$ cat config.mk
export PLATFORM = sky130hd
export DESIGN_NAME = fetch_controller
export DESIGN_NICKNAME = d
export VERILOG_FILES = /design/src/rtl/fetch_controller.sv
export SDC_FILE = /design/constraint.sdc
export NUM_CORES = 1
export LEC_CHECK = 0
export BUFFER_PORTS_ARGS = -buffer_cell sky130_fd_sc_hd__buf_2
export CAP_MARGIN = 20
export CORE_MARGIN = 4
export CORE_UTILIZATION = 46
export CTS_CLUSTER_SIZE = 12
export DETAILED_ROUTE_END_ITERATION = 10
export PLACE_DENSITY = 0.74
export SYNTH_ARGS = -nofsm -noshare
export SYNTH_HDL_FRONTEND = slang
export SYNTH_SLANG_ARGS = --single-unit
$ cat constraint.sdc
create_clock -name Clock_in -period 1.8 [get_ports Clock_in]
set_input_delay 0 -clock Clock_in [delete_from_list [all_inputs] [get_ports Clock_in]]
set_output_delay 0 -clock Clock_in [all_outputs]
set_load 0.02 [all_outputs]
$ cat src/rtl/fetch_controller.sv
// Instruction-fetch sequencer: program load into instruction memory, PC boot, branch flush and stall control.
// Latency: every output is registered; state and outputs follow the sampled inputs by one cycle.
// Backpressure: LOAD_READY is high only in LOAD; a loader word transfers on LOAD_VALID & LOAD_READY.
module fetch_controller #(
   parameter int ADDR_WIDTH   = 10,
   parameter int DATA_WIDTH   = 32,
   parameter int FLUSH_CYCLES = 2
) (
   input  logic                  Clock_in,
   input  logic                  Reset_in,
   input  logic                  LOAD_START,
   input  logic                  RUN_START,
   input  logic                  LOAD_VALID,
   input  logic                  LOAD_LAST,
   input  logic [DATA_WIDTH-1:0] LOAD_DATA,
   output logic                  LOAD_READY,
   output logic                  MEM_INS_SEL_LOAD,
   output logic                  MEM_INS_WE,
   output logic [ADDR_WIDTH-1:0] MEM_INS_ADDRESS,
   output logic [DATA_WIDTH-1:0] MEM_INS_DATA,
   input  logic                  STALL_REQ,
   input  logic                  BRANCH_TAKEN,
   input  logic                  HALT_REQ,
   output logic                  CS_PC_Signal_write,
   output logic                  CS_PC_Signal_reset,
   output logic                  CS_Branch,
   output logic                  IF_FLUSH,
   output logic                  RUNNING,
   output logic [ADDR_WIDTH:0]   LOAD_COUNT,
   output logic [2:0]            STATE
);

   localparam logic [2:0] S_IDLE  = 3'd0;
   localparam logic [2:0] S_LOAD  = 3'd1;
   localparam logic [2:0] S_BOOT  = 3'd2;
   localparam logic [2:0] S_RUN   = 3'd3;
   localparam logic [2:0] S_STALL = 3'd4;
   localparam logic [2:0] S_FLUSH = 3'd5;
   localparam logic [2:0] S_HALT  = 3'd6;

   localparam logic [2:0]            FLUSH_INIT = 3'(FLUSH_CYCLES);
   localparam logic [ADDR_WIDTH-1:0] ADDR_ONE   = 1;
   localparam logic [ADDR_WIDTH:0]   CNT_ONE    = 1;

   logic [2:0]            state_q;
   logic [2:0]            state_nxt;
   logic [2:0]            flush_cnt_q;
   logic [2:0]            flush_cnt_nxt;
   logic [ADDR_WIDTH-1:0] load_addr_q;
   logic                  beat;
   logic                  load_end;
   logic                  branch_nxt;
   logic                  load_entry;

   assign beat       = LOAD_VALID & LOAD_READY;
   // The top address closes the load so the write pointer never wraps.
   assign load_end   = beat & (LOAD_LAST | (load_addr_q == '1));
   assign load_entry = (state_q != S_LOAD) & (state_nxt == S_LOAD);
   assign STATE      = state_q;

   always_comb begin
      state_nxt     = state_q;
      flush_cnt_nxt = flush_cnt_q;
      branch_nxt    = 1'b0;
      case (state_q)
         S_IDLE, S_HALT: begin
            if (LOAD_START) begin
               state_nxt = S_LOAD;
            end else if (RUN_START) begin
               state_nxt = S_BOOT;
            end
         end
         S_LOAD: begin
            if (load_end) begin
               state_nxt = S_BOOT;
            end
         end
         S_BOOT: begin
            state_nxt = S_RUN;
         end
         S_RUN, S_STALL, S_FLUSH: begin
            if (HALT_REQ) begin
               state_nxt = S_HALT;
            end else if (BRANCH_TAKEN) begin
               state_nxt     = S_FLUSH;
               flush_cnt_nxt = FLUSH_INIT;
               branch_nxt    = 1'b1;
            end else if (state_q == S_FLUSH) begin
               flush_cnt_nxt = flush_cnt_q - 3'd1;
               if (flush_cnt_q <= 3'd1) begin
                  state_nxt = S_RUN;
               end
            end else if (STALL_REQ) begin
               state_nxt = S_STALL;
            end else begin
               state_nxt = S_RUN;
            end
         end
         default: begin
            state_nxt = S_IDLE;
         end
      endcase
   end

   always_ff @(posedge Clock_in) begin
      if (Reset_in) begin
         state_q            <= S_IDLE;
         flush_cnt_q        <= 3'd0;
         load_addr_q        <= '0;
         LOAD_READY         <= 1'b0;
         MEM_INS_SEL_LOAD   <= 1'b0;
         MEM_INS_WE         <= 1'b0;
         MEM_INS_ADDRESS    <= '0;
         MEM_INS_DATA       <= '0;
         CS_PC_Signal_write <= 1'b0;
         CS_PC_Signal_reset <= 1'b1;
         CS_Branch          <= 1'b0;
         IF_FLUSH           <= 1'b0;
         RUNNING            <= 1'b0;
         LOAD_COUNT         <= '0;
      end else begin
         state_q            <= state_nxt;
         flush_cnt_q        <= flush_cnt_nxt;
         LOAD_READY         <= (state_nxt == S_LOAD);
         MEM_INS_WE         <= beat;
         // The mux stays on the load port through the last write, which lands in BOOT.
         MEM_INS_SEL_LOAD   <= (state_nxt == S_LOAD) | beat;
         CS_PC_Signal_write <= (state_nxt == S_RUN) | (state_nxt == S_FLUSH);
         CS_PC_Signal_reset <= (state_nxt == S_IDLE) | (state_nxt == S_BOOT);
         CS_Branch          <= branch_nxt;
         IF_FLUSH           <= (state_nxt == S_FLUSH);
         RUNNING            <= (state_nxt == S_RUN) | (state_nxt == S_STALL) |
                               (state_nxt == S_FLUSH);
         if (load_entry) begin
            load_addr_q <= '0;
            LOAD_COUNT  <= '0;
         end else if (beat) begin
            MEM_INS_ADDRESS <= load_addr_q;
            MEM_INS_DATA    <= LOAD_DATA;
            LOAD_COUNT      <= LOAD_COUNT + CNT_ONE;
            if (!load_end) begin
               load_addr_q <= load_addr_q + ADDR_ONE;
            end
         end
      end
   end

endmodule

==> run_results.csv <==
group,metric,value,unit
flow_run,cap_viol_max_count,0,
floorplanning,die_area,8803,um^2
global_route,grt_pass1_wl,14.04,mm
yosys,ys_types,51,
critical_path,r2r-start,"STATE[2]$_SDFF_PP0_",
yosys,syn-num-nets,416,
global_route,busiest_layer,"met2",
timing,skew,0.009521,ns
clock_tree,htreeDepth,3,
clock_tree,clock-sinks,77,
critical_path,cpMostUsedCell,"buf_12",
global_route,globalRouteMet1Util,0.2518,
global_route,grt_antenna_before_repair,0,
global_route,global_route.usage.met2,0.3335,
yosys,synth-edff-count,0,
timing,fin_setup_tns,-3.084,ns
power,power_leakage,0.002131,uW
timing,setup_slack,-0.1204,ns
yosys,yosysSeqAreaShare,0.4549,
finish,n_antenna_cell,0,
global_route,grt_overflow,0,
place,hpwl,5.348,mm
critical_path,cp.depth,8,
critical_path,cp_slowest_cell,"a221o_1",
finish,regArea,1555,um^2
finish,drive_gt1_frac,0.3455,
yosys,ys_ff_latch,77,
finish,finalNonFillerCells,646,
timing,max_slew.worst_pin.slew,0.4835,ns
status,failed_checks,"negative setup slack",
power,power_density,867.1,nW/um^2
yosys,synth_top_cell_area_share,0.4549,
floorplanning,die_h,93.83,um
critical_path,worstSetupStartpoint,"STATE[2]$_SDFF_PP0_",
critical_path,worstSetupPathType,"reg2reg",
yosys,syn-cell-area,3388,um^2
critical_path,r2r-end,"MEM_INS_DATA[8]$_SDFFE_PP0P_",
timing,clock.fmax,520.7,MHz
hold_path,min_path_cells,3,
timing,fin_crit,1.920,ns
floorplanning,initial_core_util,0.4696,
yosys,yosysTopAreaCell,"dfxtp_1",
floorplanning,die_w,93.83,um
routing,wl,8.986,mm
timing,max-slew-margin-rel,0.6747,
global_route,grt_max_degree,85,
place,place_inst,579,
critical_path,startpoint_type,"flip-flop",
power,internal_power,3043,uW
yosys,ys_async_sr_fraction,0,
routing,detail-route-antenna-nets,0,
power,switching_power,1265,uW
power,seqPwrFrac,0.433,
power,comb_power_share,0.267,
status,outcome,"finished with violations",
global_route,grt_pass1_vias,3104,
routing,vias,3181,
yosys,netlist_instances,371,
clock_tree,numCtsBuffers,9,
critical_path,r2r.worst_path.cells,8,
timing,hold_violations,0,
floorplanning,core_area,7214,um^2
timing,setup_viol,42,
routing,firstDrtPassIters,5,
floorplanning,design.portCount,105,
critical_path,crit_arrival,2.19,ns
yosys,synth_warnings,0,
timing,fin_crit_sh,1.067,
clock_tree,insertion_delay,0.34,ns
floorplanning,num_rows,31,
yosys,synth_ff_type,"dfxtp_1",
routing,wl_per_cell,13.91,um
critical_path,endpoint,"MEM_INS_DATA[8]$_SDFFE_PP0P_",
hold_path,hp-class,"in2reg",
power,peakVddDrop,0.0006239,V
routing,drc,0,
power,swShare,0.2936,
critical_path,crit_family,"compound AO/OA/AOI/OAI gates",
finish,multiInputGateArea,1752,um^2
global_route,grt.met3_usage,0.03526,
timing,rsz0062_at_grt,"yes",
yosys,synth_area_leaders,"dfxtp_1 (45%), mux2i_1 (13%), nand2_1 (11%), nor2_1 (3.1%), xor2_1 (3.1%)",
clock_tree,clockBufferDepth,2,
critical_path,reg2reg_slack,-0.12,ns
critical_path,cp_num_buf_inv,4,
routing,drt_iter0_drc,95,
timing,maxSlewViolCount,0,
place,globalplace.congestion,0.8596,
place,portBuffers,104,
critical_path,cp_cell_sequence,"inv_2 > maj3_2 > a221o_1 > a31oi_4 > buf_12 > buf_12 > buf_16 > mux2i_1",
power,clkPwrFrac,0.300,
finish,n_fill_cell,547,
critical_path,path_max_fanout,9,
critical_path,cpPeakStageDelay,0.39,ns
critical_path,required,2.07,ns
global_route,grtUsageTotal,0.1983,
clock_tree,cts-root-buf,"clkbuf_8",
routing,viasPerCell,4.924,
critical_path,cp-end-kind,"flip-flop",
finish,synthToLayoutAreaGrowth,46.64,%
clock_tree,clk_pin_slew,0.08,ns
yosys,syn_avg_cell_area,9.133,um^2
finish,finalNetCount,587,
clock_tree,tritoncts,"yes",
-- power by group through the flow --
stage               combinational, uW  clock (uW)  sequential (uW)
floorplan                         438           0             2010
global placement                  817           0             1900
detailed placement                826           0             1900
CTS                              1010        1330             1860
global route                     1230        1400             1880
finish                           1150        1290             1860
-- per-stage QoR --
stage               hold slack, ns  setup slack [ns]    util  area, um^2  power, uW
floorplan                  0.07866           -0.1558       -        3391       2452
global placement            0.2470          -0.04896  0.5673        4093       2714
detailed placement          0.2549           -0.1323  0.5673        4093       2726
CTS                        0.03383           -0.1361  0.6689        4826       4198
global route               0.08897           -0.2119  0.6887        4969       4508
finish                     0.05284           -0.1204  0.6887        4969       4308
-- timing repair --
| item | 4_1_cts | 5_1_grt |
|---|---|---|
| endpoints found under the setup margin | 63 | 68 |
| pin swaps | 3 | 14 |
| hold buffers | 35 | 0 |
| hold endpoints to repair | 39 | 0 |
| buffers inserted | 5 | 7 |
| gates cloned | 3 | 3 |
| gates resized for setup | 12 | 24 |
-- worst min-delay path: stages --
cell      delay [ns]
buf_2           0.13
inv_1           0.12
a311oi_1        0.10
-- state kept, by name, summed over array words and instances, names as in the netlist, 3 cells and up --
signal and count:
LOAD_COUNT 11, MEM_INS_DATA 32, MEM_INS_ADDRESS 10, load_addr_q 10
STATE 3, flush_cnt_q 3
-- routing by layer --
layer	share of wire	up-vias	routed length, um
met3	0.064	13	571
met2	0.47	109	4236
met5	0	-	0
met4	0.015	0	132
li1	-	1590	-
met1	0.45	1469	4046
-- cell families (layout without fill, tap and decap cells) --
group,after synthesis,after routing,synth area share
compound gates,27,29,0.06721
xor+xnor,21,21,0.05428
fa+ha+maj,5,5,0.01809
buf+inv,30,204,0.06056
flops,77,77,0.4549
mux,43,43,0.1270
simple gates,168,168,0.2179
-- area by class of cell --
cell class                 instances  area share
inverter                          10    0.007555
sequential                        77      0.3130
timing repair buffer             178      0.2632
multi-input combinational        266      0.3526
clock buffer                      12     0.02921
clock inverter                     4    0.009569
tap                               99     0.02493
-- layout by cell type (no fill, tap or decap), types with 7 or more instances in the layout --
master	instances
inv_1	7
nor3_1	8
nand4_1	7
dlygate4sd3_1	35
xor2_1	12
buf_4	27
dfxtp_1	72
mux2i_1	43
nand2_1	99
xnor2_1	9
nor2_1	26
clkbuf_8	10
buf_2	104
-- worst min-delay path by stage --
stage / start / end
2_1_floorplan: HALT_REQ / CS_Branch$_SDFF_PP0_
3_3_place_gp: LOAD_DATA[6] / MEM_INS_DATA[6]$_SDFFE_PP0P_
3_5_place_dp: LOAD_DATA[31] / MEM_INS_DATA[31]$_SDFFE_PP0P_
4_1_cts: BRANCH_TAKEN / flush_cnt_q[1]$_SDFFE_PP0P_
5_1_grt: BRANCH_TAKEN / flush_cnt_q[1]$_SDFFE_PP0P_
6_report: BRANCH_TAKEN / flush_cnt_q[1]$_SDFFE_PP0P_
-- cells in the mapped netlist, types with 2 or more instances --
master	instances
nand4_1	7
buf_2	3
nor4_1	2
mux2i_1	43
nand3_1	5
nor2b_1	2
buf_8	4
a31o_2	2
dfxtp_1	77
nor2_1	28
dlygate4sd1_1	5
inv_1	9
and3_1	3
clkbuf_1	5
ha_1	4
o32ai_1	2
buf_6	2
and2_1	4
o21ai_0	3
xor2_1	12
a21oi_1	5
nor3_1	8
nor3b_1	2
nand2_1	99
xnor2_1	9
No activity file was read; power rests on OpenSTA's default activity.
